<file path="config.mk">
export PLATFORM = sky130hd
export DESIGN_NAME = sort_top
export DESIGN_NICKNAME = d
export VERILOG_FILES = /design/src/rtl/sort_pkg.sv /design/src/rtl/sort_cas.sv /design/src/rtl/sort_top.sv
export SDC_FILE = /design/constraint.sdc
export NUM_CORES = 2
export LEC_CHECK = 0
export ABC_CLOCK_PERIOD_IN_PS = 3840
export CELL_PAD_IN_SITES_DETAIL_PLACEMENT = 1
export CELL_PAD_IN_SITES_GLOBAL_PLACEMENT = 2
export CORE_MARGIN = 2
export CORE_UTILIZATION = 30
export CTS_CLUSTER_DIAMETER = 60
export DETAILED_ROUTE_END_ITERATION = 10
export MAX_ROUTING_LAYER = met4
export PLACE_DENSITY = 0.66
export RECOVER_POWER = 25
export SLEW_MARGIN = 10
export SYNTH_ARGS = -nofsm -noshare
export SYNTH_HDL_FRONTEND = slang
export SYNTH_SLANG_ARGS = --single-unit
export TNS_END_PERCENT = 50
</file>
<file path="constraint.sdc">
create_clock -name clk -period 3.84 [get_ports clk]
set_input_delay 1.152 -clock clk [delete_from_list [all_inputs] [get_ports clk]]
set_output_delay 1.152 -clock clk [all_outputs]
set_load 0.03 [all_outputs]
</file>
<file path="src/rtl/sort_pkg.sv">
// Shared constants and helpers for the bitonic sorter.
// num_stages gives the compare-exchange stage count for a power-of-two DEPTH.
package sort_pkg;

  localparam int WIDTH_DEF = 32;
  localparam int DEPTH_DEF = 8;

  function automatic int num_stages(input int depth);
    int lg;
    lg = $clog2(depth);
    return (lg * (lg + 32'sd1)) / 32'sd2;
  endfunction

endpackage

</file>
<file path="src/rtl/sort_cas.sv">
// Registered two-input compare-exchange with signed comparison.
// dir=1 puts the larger key on out_a; dir=0 puts the smaller key on out_a.
module sort_cas
  import sort_pkg::*;
#(
  parameter int WIDTH = WIDTH_DEF
) (
  input  logic                    clk,
  input  logic                    rst,
  input  logic                    dir,
  input  logic signed [WIDTH-1:0] a,
  input  logic signed [WIDTH-1:0] b,
  output logic signed [WIDTH-1:0] out_a,
  output logic signed [WIDTH-1:0] out_b
);

  logic                    swap_s;
  logic signed [WIDTH-1:0] a_nxt_s;
  logic signed [WIDTH-1:0] b_nxt_s;

  // Decide whether the pair must be exchanged; relational compare only, no subtraction.
  always_comb begin
    swap_s  = 1'b0;
    a_nxt_s = a;
    b_nxt_s = b;
    if (dir) begin
      swap_s = (b > a);
    end else begin
      swap_s = (a > b);
    end
    if (swap_s) begin
      a_nxt_s = b;
      b_nxt_s = a;
    end else begin
      a_nxt_s = a;
      b_nxt_s = b;
    end
  end

  // Stage register for the exchanged pair.
  always_ff @(posedge clk or negedge rst) begin
    if (!rst) begin
      out_a <= {WIDTH{1'b0}};
      out_b <= {WIDTH{1'b0}};
    end else begin
      out_a <= a_nxt_s;
      out_b <= b_nxt_s;
    end
  end

endmodule

</file>
<file path="src/rtl/sort_top.sv">
// Fully pipelined bitonic sorter: an input register followed by S registered
// compare-exchange stages; sorted[0] holds the maximum, sorted[DEPTH-1] the minimum.
module sort_top
  import sort_pkg::*;
#(
  parameter int WIDTH = WIDTH_DEF,
  parameter int DEPTH = DEPTH_DEF
) (
  input  logic                    clk,
  input  logic                    rst,
  input  logic                    valid_in,
  input  logic signed [WIDTH-1:0] unsorted [DEPTH-1:0],
  output logic signed [WIDTH-1:0] sorted   [DEPTH-1:0],
  output logic                    valid_out
);

  localparam int LOG_D = $clog2(DEPTH);
  localparam int S     = num_stages(DEPTH);

  logic signed [WIDTH-1:0] in_r  [DEPTH];
  logic signed [WIDTH-1:0] stg_s [S+1][DEPTH];
  logic [S:0]              valid_r;

  // Input capture register so no input reaches the network combinationally.
  always_ff @(posedge clk or negedge rst) begin
    if (!rst) begin
      for (int i = 0; i < DEPTH; i++) begin
        in_r[i] <= {WIDTH{1'b0}};
      end
    end else begin
      for (int i = 0; i < DEPTH; i++) begin
        in_r[i] <= unsorted[i];
      end
    end
  end

  // Valid shift register tracking the data through capture and every stage.
  always_ff @(posedge clk or negedge rst) begin
    if (!rst) begin
      valid_r <= {(S + 1){1'b0}};
    end else begin
      valid_r <= {valid_r[S-1:0], valid_in};
    end
  end

  for (genvar i = 0; i < DEPTH; i++) begin : g_io
    assign stg_s[0][i] = in_r[i];
    assign sorted[i]   = stg_s[S][i];
  end

  assign valid_out = valid_r[S];

  // Stage (p,q) merges blocks of 2^(p+1) with partner distance 2^(p-q);
  // blocks with (i & K) == 0 sort descending, so the final merge is descending.
  for (genvar p = 0; p < LOG_D; p++) begin : g_merge
    for (genvar q = 0; q <= p; q++) begin : g_step
      localparam int SI = (p * (p + 1)) / 2 + q;
      localparam int K  = 1 << (p + 1);
      localparam int J  = 1 << (p - q);
      for (genvar i = 0; i < DEPTH; i++) begin : g_elem
        if ((i & J) == 0) begin : g_cas
          localparam logic DESC = ((i & K) == 0) ? 1'b1 : 1'b0;
          sort_cas #(
            .WIDTH(WIDTH)
          ) u_cas (
            .clk  (clk),
            .rst  (rst),
            .dir  (DESC),
            .a    (stg_s[SI][i]),
            .b    (stg_s[SI][i+J]),
            .out_a(stg_s[SI+1][i]),
            .out_b(stg_s[SI+1][i+J])
          );
        end
      end
    end
  end

endmodule

</file>
==> metrics.csv <==
stage,metric,value,unit
cts,Root Buffer Master,clkbuf_16,
placed_design,Final Wtd Congestion,0.9818,
cts,largest buffer count on any clock path,4,
grt,grt ovf,0,
drt,vias per inst,5.814,
timing,Slew headroom,-0.9340,
timing,Worst Hold Margin,0.3492,ns
placed_design,DP HPWL,383.7,mm
floorplan,io pins,516,
setup_path,CP startpoint kind,flip-flop,
grt,initial antenna violation count,62,
floorplan,core area,382000,um2
yosys,Yosys top cell by area,dfrtp_1,
cts,clk slew on worst S/H paths,0.06,ns
yosys,count of cell types in the netlist,53,
timing,Final Skew,0.06477,ns
drt,Initial DRC Count,8632,
timing,"Hold Vio Cnt, Final",0,
placed_design,Buffers on Ports,515,
job,Max Cap Viol,1,
floorplan,Starting Density,0.3013,
cts,H-tree depth,5,
cts,TritonCTS Buffers,265,
cts,clk_lat worst skew,0.93,ns
drt,DR WL/cell,28.10,um
setup_path,worst-path maximum fanout,30,
hold_path,class of the worst hold path,reg -> reg,
timing,final setup fails,0,
cts,hold buffer count at cts,0,
setup_path,CP arrival,4.36,ns
placed_design,cell count after placement,17535,
grt,largest net degree at the start of global routing,194,
yosys,Mapped Area,115100,um2
drt,drt drc,0,
floorplan,Die X-Extent,623.4,um
setup_path,Crit. End Element,flip-flop,
drt,Post-DRT Antenna Nets,0,
yosys,ranking of synthesized cells by area,"dfrtp_1 (39%), nand2b_1 (9.8%), ha_1 (8.3%), a41oi_1 (6.8%), o2111ai_1 (6.8%)",
drt,final WL,508.0,mm
yosys,"EDFF count, synth",0,
yosys,Synth Instances,12561,
drt,Vias,105130,
yosys,Mean Syn Cell Area,9.163,um2
pwr,Pleak,54.75,nW
timing,Highest Clock Rate,264.7,MHz
yosys,dominant synthesized flop cell,dfrtp_1,
cts,clk sinks,1799,
floorplan,die area,388600,um2
cells_and_area,share of cells above drive strength 1,0.1222,
timing,min cycle time layout,3.778,ns
grt,overall global routing resource usage,0.2609,
yosys,Synth Register Bits,1799,
timing,Worst-Margin Slew,2.901,ns
pwr,Power Dens Cells,1111,nW/um2
setup_path,worst endpoint required time,4.43,ns
cells_and_area,layout net count,13797,
placed_design,Setup WS pre-CTS,-0.2992,ns
timing,Pins Over Slew Limit,38,
cts,CTS tree,built,
drt,DR pass1 iterations,6,
run_status,failing checks,"capacitance limit, slew limit",
timing,Final period util,0.9839,
setup_path,Critical Setup Path Class,reg -> reg,
yosys,asr flop ratio synth,1.000,
yosys,post-synthesis sequential area ratio,0.3911,
grt,first-pass GRT wire length,743.7,mm
cells_and_area,fin cells,18081,
yosys,Ys Warns,0,
yosys,Yosys top cell area share,0.3911,
floorplan,Die H,623.4,um
timing,final worst slack,0.06176,ns
yosys,Syn Nets,13588,
pwr,worst vdd ir,993.6,uV
floorplan,row cnt,227,
cells_and_area,synthesis-to-layout area growth,19.01,%
grt,vias in the first global route,109573,
run_status,outcome,"complete, but fails checks",
[through the flow]
stage,utilization,setup TNS (ns),power [W],instance area [um2]
after detailed placement,0.3341,-2.655,0.1253,127600
after global routing,0.3585,-0.02236,0.1607,136900
final,0.3586,0,0.1521,137000
after global placement,0.3341,-0.8799,0.1210,127600
after floorplan,-,0,0.08712,115100
after CTS,0.3580,0,0.1517,136800
[worst paths after layout]
check / startpoint / to / slack, ns / depth (start not counted)
worst max-delay path: flip-flop / flip-flop / 0.06 / 11
worst min-delay path: valid_r[5] / valid_r[6] / 0.35 / 0
worst max register to register: flip-flop / flip-flop / 0.06 / 11
worst min register to register: valid_r[5] / valid_r[6] / 0.35 / 0
max in group asynchronous: rst / async pin / 0.30 / 3
min in group asynchronous: rst / async pin / 1.11 / 1
[report_power, final]
group / internal, W / leakage, nW / switching, W
Sequential: 0.0267 / 22.0 / 0.0136
Combinational: 0.0337 / 28.3 / 0.0528
Clock: 0.0154 / 4.42 / 0.00990
Total: 0.0758 / 54.7 / 0.0763
[synth_stat cells, drive strengths merged (13+ instances only)]
master   count
ha         768
nor3b       16
buf        125
nor3        29
o2111ai    896
nor4        34
and3        36
nand4      149
mux2       643
a211o       13
nor2        44
dfrtp     1799
nand2     1098
clkbuf     863
a41oi      897
nand2b    1796
nand3      998
a221oi      20
a21o        45
a21boi      21
inv        832
a22oi       14
o21ai      116
a21oi     1229
[cell type report]
class,count,area [um2]
inverters,832,3123
diodes,76,190.2
well taps,5038,6304
repair buffers,926,9500
flip-flops and latches,1799,45020
clock buffers,322,7182
fillers,42784,245000
multi-input cells,8946,63780
clock inverters,142,1873
[routing by layer]
layer / track usage / up-vias / part of all wire
li1: - / 46950 / -
met1: 0.3302 / 54497 / 0.43
met2: 0.4184 / 2895 / 0.47
met3: 0.03078 / 788 / 0.047
met4: 0.1171 / 0 / 0.051
met5: - / - / 0
[critical path, stage by stage, from the launching register on]
cell       delay [ns]
dfrtp_1          0.67
inv_1            0.10
ha_1             0.32
nand4_1          0.19
nor4_1           0.38
buf_4            0.26
nor3b_1          0.21
buf_4            0.21
a21oi_4          0.13
buf_12           0.26
a41oi_1          0.25
o2111ai_1        0.43
[placed cells by master, fill, tap and decap left out, drive strengths merged, types with 44 or more instances in the layout]
cell type	instances
clkinv	54
a21o	45
clkbuf	347
nand3	998
o2111ai	896
nand2	1098
o21ai	116
dlygate4sd3	257
clkdlybuf4s50	257
inv	879
nor2	44
a21oi	1233
mux2	643
buf	387
diode	76
a41oi	897
ha	768
dfrtp	1799
nand4	149
nand2b	1796
[flip-flops by register name (all words and copies together), names as in the netlist]
register and cells:
g_merge.g_step.g_elem.g_cas.u_cas.out_b 768, in_r 256, valid_r 7, g_merge.g_step.g_elem.g_cas.u_cas.out_a 768
[kinds of logic (layout without fill, tap and decap cells)]
| family | Yosys count | in the layout | synth area share |
|---|---|---|---|
| adders and majority gates | 768 | 768 | 0.08349 |
| other | 0 | 76 | 0 |
| and+or+nand+nor | 4225 | 4225 | 0.1942 |
| muxes | 645 | 645 | 0.06343 |
| buffers and inverters | 1820 | 2222 | 0.06120 |
| AOI/OAI and AO/OA | 3304 | 3308 | 0.2066 |
| DFF | 1799 | 1799 | 0.3911 |
[repair_timing]
| action | in CTS | in global routing |
|---|---|---|
| endpoints found under the setup margin | 32 | 60 |
| gates resized for setup | 8 | 12 |
| cloned | 0 | 4 |
| setup buffers | 1 | 0 |
| pin swaps | 1 | 1 |
(Power assumes the default switching activity.)
